<file path="src/rtl/add_seq_ctrl_pkg.sv">
// Shared types and widths for the add-sequencing controller.
package add_seq_pkg;

    localparam int WORD_W  = 16;
    localparam int DWORD_W = 32;

    typedef enum logic [1:0] {
        IDLE = 2'd0,
        LO   = 2'd1,
        HI   = 2'd2,
        RESP = 2'd3
    } state_t;

    typedef logic req_id_t;

    typedef struct packed {
        logic [DWORD_W-1:0] a;
        logic [DWORD_W-1:0] b;
        logic               sub;
        logic               wide;
        req_id_t            id;
    } op_t;

    // Signed overflow of a two's-complement add, from the three MSBs involved.
    function automatic logic ovf_calc(input logic a_msb, input logic b_msb, input logic s_msb);
        return (a_msb == b_msb) && (s_msb != a_msb);
    endfunction

endpackage

</file>
<file path="src/rtl/add_seq_ctrl_if.sv">
// Request, shared-adder and response signals of add_seq_ctrl.
// master = clients/adder side, slave = the controller.
interface add_seq_ctrl_if;
    import add_seq_pkg::*;

    logic               req0_valid;
    logic               req0_ready;
    logic [DWORD_W-1:0] req0_a;
    logic [DWORD_W-1:0] req0_b;
    logic               req0_sub;
    logic               req0_wide;

    logic               req1_valid;
    logic               req1_ready;
    logic [DWORD_W-1:0] req1_a;
    logic [DWORD_W-1:0] req1_b;
    logic               req1_sub;
    logic               req1_wide;

    logic [WORD_W-1:0]  add_a;
    logic [WORD_W-1:0]  add_b;
    logic               add_cin;
    logic [WORD_W-1:0]  add_sum;
    logic               add_cout;

    logic               rsp_valid;
    logic               rsp_ready;
    logic               rsp_id;
    logic [DWORD_W-1:0] rsp_sum;
    logic               rsp_cout;
    logic               rsp_ovf;

    modport master (
        output req0_valid, req0_a, req0_b, req0_sub, req0_wide,
        output req1_valid, req1_a, req1_b, req1_sub, req1_wide,
        input  req0_ready, req1_ready,
        input  add_a, add_b, add_cin,
        output add_sum, add_cout,
        output rsp_ready,
        input  rsp_valid, rsp_id, rsp_sum, rsp_cout, rsp_ovf
    );

    modport slave (
        input  req0_valid, req0_a, req0_b, req0_sub, req0_wide,
        input  req1_valid, req1_a, req1_b, req1_sub, req1_wide,
        output req0_ready, req1_ready,
        output add_a, add_b, add_cin,
        input  add_sum, add_cout,
        input  rsp_ready,
        output rsp_valid, rsp_id, rsp_sum, rsp_cout, rsp_ovf
    );

endinterface

</file>
<file path="src/rtl/add_seq_ctrl_rr_arb2.sv">
// Two-input round-robin arbiter: one-hot grant, priority flips away from each winner on i_adv.
module rr_arb2 #(
    parameter bit RR_INIT = 1'b0
) (
    input  logic       clk,
    input  logic       rst,
    input  logic [1:0] i_req,
    input  logic       i_adv,
    output logic [1:0] o_gnt
);

    logic r_prio;

    always_comb begin
        o_gnt = i_req;
        if (i_req == 2'b11)
            o_gnt = r_prio ? 2'b10 : 2'b01;
    end

    always_ff @(posedge clk) begin
        if (rst)
            r_prio <= RR_INIT;
        else if (i_adv && (|o_gnt))
            r_prio <= o_gnt[0];
    end

endmodule

</file>
<file path="src/rtl/add_seq_ctrl.sv">
// Shares one external 16-bit adder between two requesters; 32-bit ops take two passes.
// Define ADD_SEQ_OVF_EN to build the signed-overflow flag; otherwise rsp_ovf is tied to 0.
module add_seq_ctrl
    import add_seq_pkg::*;
#(
    parameter bit RR_INIT = 1'b0
) (
    input logic         clk,
    input logic         rst,
    add_seq_ctrl_if.slave bus
);

    state_t             r_state, w_state_nxt;
    op_t                r_op, w_op_in;
    logic               r_carry;
    logic [WORD_W-1:0]  r_sum_lo;
    logic               r_rsp_valid;
    req_id_t            r_rsp_id;
    logic [DWORD_W-1:0] r_rsp_sum;
    logic               r_rsp_cout;
    logic [1:0]         w_req, w_gnt;
    logic               w_grant;
    logic [WORD_W-1:0]  w_add_a, w_add_b;
    logic               w_add_cin;

    assign w_req   = {bus.req1_valid, bus.req0_valid};
    assign w_grant = (r_state == IDLE) && !rst && (|w_req);

    rr_arb2 #(.RR_INIT(RR_INIT)) u_arb (
        .clk   (clk),
        .rst   (rst),
        .i_req (w_req),
        .i_adv (w_grant),
        .o_gnt (w_gnt)
    );

    assign bus.req0_ready = w_grant && w_gnt[0];
    assign bus.req1_ready = w_grant && w_gnt[1];

    assign w_op_in = w_gnt[1]
        ? '{a: bus.req1_a, b: bus.req1_b, sub: bus.req1_sub, wide: bus.req1_wide, id: 1'b1}
        : '{a: bus.req0_a, b: bus.req0_b, sub: bus.req0_sub, wide: bus.req0_wide, id: 1'b0};

    always_ff @(posedge clk) begin
        if (rst) r_state <= IDLE;
        else     r_state <= w_state_nxt;
    end

    always_comb begin
        w_state_nxt = r_state;
        w_add_a     = '0;
        w_add_b     = '0;
        w_add_cin   = 1'b0;
        case (r_state)
            IDLE: if (w_grant) w_state_nxt = LO;
            LO: begin
                w_add_a     = r_op.a[WORD_W-1:0];
                w_add_b     = r_op.sub ? ~r_op.b[WORD_W-1:0] : r_op.b[WORD_W-1:0];
                w_add_cin   = r_op.sub;
                w_state_nxt = r_op.wide ? HI : RESP;
            end
            HI: begin
                w_add_a     = r_op.a[DWORD_W-1:WORD_W];
                w_add_b     = r_op.sub ? ~r_op.b[DWORD_W-1:WORD_W] : r_op.b[DWORD_W-1:WORD_W];
                w_add_cin   = r_carry;
                w_state_nxt = RESP;
            end
            RESP: if (bus.rsp_ready) w_state_nxt = IDLE;
            default: w_state_nxt = IDLE;
        endcase
    end

    assign bus.add_a   = w_add_a;
    assign bus.add_b   = w_add_b;
    assign bus.add_cin = w_add_cin;

    // Operand latch and inter-pass carry; only meaningful while an op is in flight.
    always_ff @(posedge clk) begin
        if (r_state == IDLE && w_grant)
            r_op <= w_op_in;
        if (r_state == LO || r_state == HI) begin
            r_carry <= bus.add_cout;
            if (r_state == LO)
                r_sum_lo <= bus.add_sum;
        end
    end

    always_ff @(posedge clk) begin
        if (rst) begin
            r_rsp_valid <= 1'b0;
            r_rsp_id    <= 1'b0;
            r_rsp_sum   <= '0;
            r_rsp_cout  <= 1'b0;
        end else begin
            if (r_state == LO && !r_op.wide) begin
                r_rsp_valid <= 1'b1;
                r_rsp_id    <= r_op.id;
                r_rsp_sum   <= {{WORD_W{1'b0}}, bus.add_sum};
                r_rsp_cout  <= bus.add_cout;
            end else if (r_state == HI) begin
                r_rsp_valid <= 1'b1;
                r_rsp_id    <= r_op.id;
                r_rsp_sum   <= {bus.add_sum, r_sum_lo};
                r_rsp_cout  <= bus.add_cout;
            end else if (r_state == RESP && bus.rsp_ready) begin
                r_rsp_valid <= 1'b0;
            end
        end
    end

    assign bus.rsp_valid = r_rsp_valid;
    assign bus.rsp_id    = r_rsp_id;
    assign bus.rsp_sum   = r_rsp_sum;
    assign bus.rsp_cout  = r_rsp_cout;

`ifdef ADD_SEQ_OVF_EN
    logic r_rsp_ovf;

    // Final pass is LO for narrow ops and HI for wide ops; the adder MSBs are bit 15 either way.
    always_ff @(posedge clk) begin
        if (rst)
            r_rsp_ovf <= 1'b0;
        else if ((r_state == LO && !r_op.wide) || r_state == HI)
            r_rsp_ovf <= ovf_calc(w_add_a[WORD_W-1], w_add_b[WORD_W-1], bus.add_sum[WORD_W-1]);
    end

    assign bus.rsp_ovf = r_rsp_ovf;
`else
    assign bus.rsp_ovf = 1'b0;
`endif

endmodule
</file>
<file path="src/flat_wrapper.sv">
// flat-port wrapper written by rule: the top's interface ports become plain ports
module add_seq_ctrl_flat import add_seq_pkg::*;
#(
    parameter bit RR_INIT = 1'b0
)
  (clk, rst, bus_req0_valid, bus_req0_a, bus_req0_b, bus_req0_sub, bus_req0_wide, bus_req1_valid, bus_req1_a, bus_req1_b, bus_req1_sub, bus_req1_wide, bus_req0_ready, bus_req1_ready, bus_add_a, bus_add_b, bus_add_cin, bus_add_sum, bus_add_cout, bus_rsp_ready, bus_rsp_valid, bus_rsp_id, bus_rsp_sum, bus_rsp_cout, bus_rsp_ovf);
  add_seq_ctrl_if bus_i ();
  input logic clk;
  input logic rst;
  input wire logic [$bits(bus_i.req0_valid)-1:0] bus_req0_valid;
  input wire logic [$bits(bus_i.req0_a)-1:0] bus_req0_a;
  input wire logic [$bits(bus_i.req0_b)-1:0] bus_req0_b;
  input wire logic [$bits(bus_i.req0_sub)-1:0] bus_req0_sub;
  input wire logic [$bits(bus_i.req0_wide)-1:0] bus_req0_wide;
  input wire logic [$bits(bus_i.req1_valid)-1:0] bus_req1_valid;
  input wire logic [$bits(bus_i.req1_a)-1:0] bus_req1_a;
  input wire logic [$bits(bus_i.req1_b)-1:0] bus_req1_b;
  input wire logic [$bits(bus_i.req1_sub)-1:0] bus_req1_sub;
  input wire logic [$bits(bus_i.req1_wide)-1:0] bus_req1_wide;
  output wire logic [$bits(bus_i.req0_ready)-1:0] bus_req0_ready;
  output wire logic [$bits(bus_i.req1_ready)-1:0] bus_req1_ready;
  output wire logic [$bits(bus_i.add_a)-1:0] bus_add_a;
  output wire logic [$bits(bus_i.add_b)-1:0] bus_add_b;
  output wire logic [$bits(bus_i.add_cin)-1:0] bus_add_cin;
  input wire logic [$bits(bus_i.add_sum)-1:0] bus_add_sum;
  input wire logic [$bits(bus_i.add_cout)-1:0] bus_add_cout;
  input wire logic [$bits(bus_i.rsp_ready)-1:0] bus_rsp_ready;
  output wire logic [$bits(bus_i.rsp_valid)-1:0] bus_rsp_valid;
  output wire logic [$bits(bus_i.rsp_id)-1:0] bus_rsp_id;
  output wire logic [$bits(bus_i.rsp_sum)-1:0] bus_rsp_sum;
  output wire logic [$bits(bus_i.rsp_cout)-1:0] bus_rsp_cout;
  output wire logic [$bits(bus_i.rsp_ovf)-1:0] bus_rsp_ovf;
  assign bus_i.req0_valid = bus_req0_valid;
  assign bus_i.req0_a = bus_req0_a;
  assign bus_i.req0_b = bus_req0_b;
  assign bus_i.req0_sub = bus_req0_sub;
  assign bus_i.req0_wide = bus_req0_wide;
  assign bus_i.req1_valid = bus_req1_valid;
  assign bus_i.req1_a = bus_req1_a;
  assign bus_i.req1_b = bus_req1_b;
  assign bus_i.req1_sub = bus_req1_sub;
  assign bus_i.req1_wide = bus_req1_wide;
  assign bus_req0_ready = bus_i.req0_ready;
  assign bus_req1_ready = bus_i.req1_ready;
  assign bus_add_a = bus_i.add_a;
  assign bus_add_b = bus_i.add_b;
  assign bus_add_cin = bus_i.add_cin;
  assign bus_i.add_sum = bus_add_sum;
  assign bus_i.add_cout = bus_add_cout;
  assign bus_i.rsp_ready = bus_rsp_ready;
  assign bus_rsp_valid = bus_i.rsp_valid;
  assign bus_rsp_id = bus_i.rsp_id;
  assign bus_rsp_sum = bus_i.rsp_sum;
  assign bus_rsp_cout = bus_i.rsp_cout;
  assign bus_rsp_ovf = bus_i.rsp_ovf;
  add_seq_ctrl #(.RR_INIT(RR_INIT)) u_core (.clk(clk), .rst(rst), .bus(bus_i));
endmodule
</file>
<file path="config.mk">
export PLATFORM = sky130hd
export DESIGN_NAME = add_seq_ctrl_flat
export DESIGN_NICKNAME = d
export VERILOG_FILES = /design/src/rtl/add_seq_ctrl_pkg.sv /design/src/rtl/add_seq_ctrl_if.sv /design/src/rtl/add_seq_ctrl_rr_arb2.sv /design/src/rtl/add_seq_ctrl.sv /design/src/flat_wrapper.sv
export SDC_FILE = /design/constraint.sdc
export NUM_CORES = 1
export LEC_CHECK = 0
export CELL_PAD_IN_SITES_DETAIL_PLACEMENT = 0
export CELL_PAD_IN_SITES_GLOBAL_PLACEMENT = 1
export CORE_AREA = 2 2 148 121
export CTS_CLUSTER_SIZE = 30
export DETAILED_ROUTE_END_ITERATION = 16
export DIE_AREA = 0 0 150 123
export HOLD_SLACK_MARGIN = 0.03
export PLACE_DENSITY_LB_ADDON = 0.1
export SLEW_MARGIN = 25
export SYNTH_ARGS = -nofsm -noshare
export SYNTH_HDL_FRONTEND = slang
export SYNTH_SLANG_ARGS = --single-unit
</file>
<file path="constraint.sdc">
create_clock -name clk -period 5.35 [get_ports clk]
set_input_delay 1.07 -clock clk [delete_from_list [all_inputs] [get_ports clk]]
set_output_delay 1.07 -clock clk [all_outputs]
set_load 0.01 [all_outputs]
</file>
==> flow_summary.json, run 1 <==
{
  "clk_pin_slew_ps": 50,
  "hpwl_um": 9840,
  "maxClockFrequency_ghz": 0.266,
  "vias_per_cell": 4.60,
  "vdd.ir_drop.worst_mv": 0.240,
  "ant_nets": 0,
  "reg2reg_slack_ps": 2850,
  "core-area_um2": 17000,
  "maxCapViolations": 0,
  "setup_viol": 0,
  "fin_crit_ps": 3760,
  "io_pins": 225,
  "syn-cell-area_um2": 5880,
  "fin_worst_skew_ps": 6.76,
  "yosysWarnings": 0,
  "ys_seq_area_frac": 0.558,
  "nNetsFinal": 813,
  "crit_path_end": "bus_add_b[11]",
  "layout_setup_ws_ps": 1590,
  "areaGrowthSynthToFinish_pct": 50.0,
  "dieWidth_um": 150,
  "cpPeakStageDelay_ps": 840,
  "grt_pass1_vias": 4335,
  "die_area_um2": 18500,
  "post-place-ws_ps": 1670,
  "cts_root_buffer": "clkbuf_16",
  "power_density_nw_per_um2": 456,
  "crit_start": "u_core.r_state[0]$_SDFFE_PP0P_",
  "num_vias": 4099,
  "path_max_fanout": 32,
  "path_class": "reg2out",
  "yosysMostFrequentCell": "edfxtp_1",
  "diodes": 0,
  "antenna_found_initial": 0,
  "synth_edf_count": 84,
  "wire_per_inst_um": 16.1,
  "globalplace.congestion": 0.697,
  "gr-total-overflow": 0,
  "clk_latency_ps": 410,
  "rows": 43,
  "clk_path_buf_depth": 2,
  "fin_setup_tns_ps": 0,
  "drc": 0,
  "tritoncts": "built",
  "cts_inserted_buffers": 17,
  "synth_nets": 601,
  "min_path_cells": 2,
  "grt_max_degree": 69,
  "grt_pass1_wl_um": 22700,
  "drtIter0Drc": 111,
  "crit_cells": 5,
  "r2r_cells": 6,
  "htreeDepth": 4,
  "initial_core_util": 0.346,
  "finalHoldViolations": 0,
  "synth.area.top_cells": "edfxtp_1, dfxtp_1, mux2_2",
  "relSlewSlack": 0.374,
  "cp_cell_sequence": "inv_1 -> ha_2 -> a22oi_1 -> nor2b_1 -> clkdlybuf4s50_1",
  "leakagePower_nw": 3.10,
  "drt_first_pass_iters": 5,
  "tightest_slew_ps": 940,
  "synth_top_area_share": 0.429,
  "grtUsageTotal": 0.163,
  "synth_ff_type": "edfxtp_1",
  "io_buffers": 223,
  "cts_setup_buffers": 0,
  "wl_um": 14300,
  "timing.rr.end": "u_core.bus.rsp_sum[21]$_SDFFE_PP0N_",
  "netlist_top_cells_count": "edfxtp_1, mux2_2, dfxtp_1",
  "synth.largest_area_cell": "edfxtp_1",
  "critPathLaunchType": "flip-flop",
  "synth_cell_types": 28,
  "syn_avg_cell_area_um2": 13.3,
  "path_delay_family": "adder cells",
  "finalMaxSlewViolations": 0,
  "synth-async-reset-ratio": 0,
  "endpoint_kind": "output port",
  "die_h_um": 123,
  "cp.arrival_ps": 2690,
  "worst-path-buf-inv": 2,
  "rsz0062_at_grt": "no",
  "hold_slack_ps": 453,
  "r2r-start": "u_core.r_state[1]$_SDFFE_PP0P_",
  "clock_sinks": 122,
  "syn_inst": 441,
  "ys_ff_latch": 122,
  "required_ps": 4280,
  "ctsResizeCount": 0,
  "worstHoldPathType": "reg2reg",
  "drive_gt1_frac": 0.162,
  "post-route-period-util": 0.703,
  "status": "finished clean",
  "crit_slowest_cell": "ha_2",
  "holdBufCountCts": 0
}
## layer usage
layer,track usage,share of wire
met1,0.193,0.42
met2,0.277,0.49
met3,0.0679,0.083
met4,0.0425,0.0096
met5,0,0
## placed cells by master, fill, tap and decap left out, drive strengths merged
master           n
mux2            66
dfxtp           38
clkinv           3
a21o             1
o21bai           1
nor2b           35
nand3            2
ha               6
edfxtp          84
clkbuf          23
o21ai            3
buf              5
mux2i           33
nand2b           6
clkdlybuf4s50  223
conb             1
nor2            37
a221oi           1
a22oi           33
nand2            2
a21oi            3
bufinv           1
xor2            32
a211oi          17
inv              7
clkinvlp         3
## area by class of cell
type,instances,area [µm²]
fillers,1493,8170
flip-flops and latches,122,3280
multi-input cells,279,2380
repair buffers,228,2270
clock buffers,23,510
well taps,225,282
clock inverters,9,82.6
inverters,5,18.8
## worst min-delay path by stage
stage,startpoint,to
floorplan,u_core.bus.rsp_valid$_SDFFE_PP0P_,u_core.bus.rsp_valid$_SDFFE_PP0P_
global placement,u_core.bus.rsp_valid$_SDFFE_PP0P_,u_core.bus.rsp_valid$_SDFFE_PP0P_
detailed placement,u_core.bus.rsp_valid$_SDFFE_PP0P_,u_core.bus.rsp_valid$_SDFFE_PP0P_
CTS,u_core.bus.rsp_valid$_SDFFE_PP0P_,u_core.bus.rsp_valid$_SDFFE_PP0P_
global route,u_core.bus.rsp_valid$_SDFFE_PP0P_,u_core.bus.rsp_valid$_SDFFE_PP0P_
finish,u_core.bus.rsp_valid$_SDFFE_PP0P_,u_core.bus.rsp_valid$_SDFFE_PP0P_
## through the flow
stage | power (mW) | util | cells | area, µm²
floorplan | 2.30 | - | 441 | 5880
global placement | 2.92 | 0.484 | 859 | 8220
detailed placement | 2.95 | 0.484 | 859 | 8220
CTS | 4.09 | 0.518 | 891 | 8810
global route | 4.28 | 0.519 | 891 | 8830
finish | 4.02 | 0.519 | 891 | 8830
## state kept, by name (all words and copies together) (netlist names)
signal and count:
u_core.r_carry 1, u_core.r_op 67, u_core.bus.rsp_cout 1, u_core.r_state 2
u_core.bus.rsp_sum 32, u_core.bus.rsp_id 1, u_core.bus.rsp_valid 1, u_core.u_arb.r_prio 1
u_core.r_sum_lo 16
## where the power goes
group	switching, mW	total, mW	leakage (nW)	internal [mW]
logic	0.745	1.52	1.72	0.778
clock network	0.402	1.12	0.286	0.718
registers	0.0898	1.38	1.10	1.29
## kinds of logic (layout without fill, tap and decap cells)
group	after synthesis	after routing	synth area share
compound gates	59	59	0.0748
buf+inv	40	265	0.0421
xor+xnor	32	32	0.0476
mux	99	99	0.194
flops	122	122	0.558
other cells	1	1	0.000637
simple gates	82	82	0.0702
fa+ha+maj	6	6	0.0128
## worst register-to-register path: cells and delay by family (launching register included)
| kind | cells | cell delay, ps |
|---|---|---|
| AND/OR/NAND/NOR | 3 | 840 |
| adder cells (fa/ha/maj) | 1 | 740 |
| buffers and inverters | 2 | 400 |
| flip-flops | 1 | 370 |
Power figures use the tool's default switching activity.
==> run 2, diff against run 1 <==
--- a/config.mk
+++ b/config.mk
@@ -7,10 +7,10 @@
 export LEC_CHECK = 0
 export CELL_PAD_IN_SITES_DETAIL_PLACEMENT = 0
 export CELL_PAD_IN_SITES_GLOBAL_PLACEMENT = 1
-export CORE_AREA = 2 2 148 121
+export CORE_AREA = 2 2 158 129
 export CTS_CLUSTER_SIZE = 30
 export DETAILED_ROUTE_END_ITERATION = 16
-export DIE_AREA = 0 0 150 123
+export DIE_AREA = 0 0 160 131
 export HOLD_SLACK_MARGIN = 0.03
 export PLACE_DENSITY_LB_ADDON = 0.1
 export SLEW_MARGIN = 25
==> constraint.sdc (replaced) <==
create_clock -name clk -period 3.4 [get_ports clk]
set_input_delay 0.68 -clock clk [delete_from_list [all_inputs] [get_ports clk]]
set_output_delay 0.68 -clock clk [all_outputs]
set_load 0.01 [all_outputs]
==> run 2 against run 1 <==
Net effect:
- first-iteration DRC count up 49%
- power up 62%
- combinational power up 66%
- largest power group unchanged
==> flow_summary.json, run 2 (synthesis gave the netlist of run 1 again) <==
{
  "status": "finished clean",
  "die_h_um": 131,
  "hold_slack_ps": 456,
  "fin_worst_skew_ps": 6.50,
  "nNetsFinal": 822,
  "die_area_um2": 21000,
  "cts_inserted_buffers": 17,
  "drtIter0Drc": 165,
  "seqCellArea_um2": 3280,
  "critPathLaunchType": "flip-flop",
  "ctsResizeCount": 0,
  "total_power_mw": 6.52,
  "dieWidth_um": 160,
  "clk_latency_ps": 410,
  "antenna_found_initial": 0,
  "multi_input_area_um2": 2370,
  "cts_root_buffer": "clkbuf_16",
  "ant_nets": 0,
  "drc": 0,
  "wire_per_inst_um": 16.7,
  "setup_viol": 0,
  "grt_max_degree": 68,
  "layout_setup_ws_ps": 284,
  "cp.arrival_ps": 2440,
  "rows": 46,
  "tritoncts": "built",
  "grt_pass1_wl_um": 24400,
  "grtUsageTotal": 0.153,
  "initial_core_util": 0.302,
  "diodes": 0,
  "vdd.ir_drop.worst_mv": 0.229,
  "largest_register_ffs": 67,
  "vias_per_cell": 4.43,
  "tightest_slew_ps": 664,
  "grt_pass1_vias": 4426,
  "reg2reg_slack_ps": 1200,
  "finalMaxSlewViolations": 0,
  "final_common_cell": "clkdlybuf4s50_1",
  "top_register": "u_core.r_op",
  "drive_gt1_frac": 0.175,
  "clk_pin_slew_ps": 50,
  "endpoint_kind": "output port",
  "num_vias": 4164,
  "post-place-ws_ps": 569,
  "clock_sinks": 122,
  "holdBufCountCts": 0,
  "core-area_um2": 19500,
  "dp.cells": 907,
  "maxClockFrequency_ghz": 0.321,
  "worstHoldPathType": "reg2reg",
  "clk_path_buf_depth": 2,
  "gr-total-overflow": 0,
  "io_pins": 225,
  "leakagePower_nw": 3.17,
  "fin_cells": 939,
  "path_max_fanout": 17,
  "maxCapViolations": 0,
  "globalplace.congestion": 0.706,
  "drt_first_pass_iters": 4,
  "rsz0062_at_grt": "no",
  "hpwl_um": 11100,
  "path_class": "reg2out",
  "post-route-period-util": 0.916,
  "required_ps": 2720,
  "cts_setup_buffers": 0,
  "fin_setup_tns_ps": 0,
  "areaGrowthSynthToFinish_pct": 52.4,
  "fin_crit_ps": 3120,
  "io_buffers": 223,
  "finalHoldViolations": 0,
  "fillCellCount": 1816,
  "layout_common_cells": "clkdlybuf4s50_1, edfxtp_1, mux2_2",
  "relSlewSlack": 0.557,
  "wl_um": 15700,
  "htreeDepth": 4,
  "power_density_nw_per_um2": 727
}
-- run 2: cell types whose count changed in the layout (fill, tap and decap cells not counted), sizes merged --
cell and delta:
buf +9, bufinv +1, clkbuf -3, clkinv +1
clkinvlp -2, inv +3
-- run 2: critical path, cell delays in order (launching register included) --
cell and delay [ps]:
dfxtp_1 390, inv_1 120, ha_2 500, buf_4 260, nor2b_1 180, clkdlybuf4s50_1 560
-- run 2: where the power goes --
group	internal (mW)	total, mW	switching, mW
sequential	2.02	2.16	0.141
combinational	1.29	2.52	1.23
clock	1.15	1.83	0.684
-- run 2: path summary, 6_finish.rpt --
check                                         start                                   to  cells after the start
setup reg to reg     u_core.r_state[1]$_SDFFE_PP0P_  u_core.bus.rsp_sum[20]$_SDFFE_PP0N_                      6
setup / recovery     u_core.r_state[0]$_SDFFE_PP0P_                         bus_add_a[3]                      5
hold reg to reg   u_core.bus.rsp_valid$_SDFFE_PP0P_    u_core.bus.rsp_valid$_SDFFE_PP0P_                      2
hold / removal    u_core.bus.rsp_valid$_SDFFE_PP0P_    u_core.bus.rsp_valid$_SDFFE_PP0P_                      2
-- run 2: final cells by class --
type,count,share of cell area
Tap cell,264,0.0368
Clock buffer,20,0.0522
Sequential cell,122,0.366
Clock inverter,12,0.0151
Inverter,5,0.00209
Timing Repair Buffer,237,0.263
Multi-Input combinational cell,279,0.264
-- run 2: routing by layer --
metal | vias up | global-route usage | wire [µm]
met4 | 0 | 0.0461 | 150
li1 | 2051 | - | -
met3 | 14 | 0.0521 | 1160
met5 | - | 0 | 0
met1 | 1953 | 0.190 | 7000
met2 | 146 | 0.257 | 7400
-- run 2: per-stage QoR --
stage	area [µm²]	utilization
finish	8970	0.461
global route	8970	0.461
CTS	8970	0.461
detailed placement	8360	0.430
global placement	8360	0.430
floorplan	5890	-
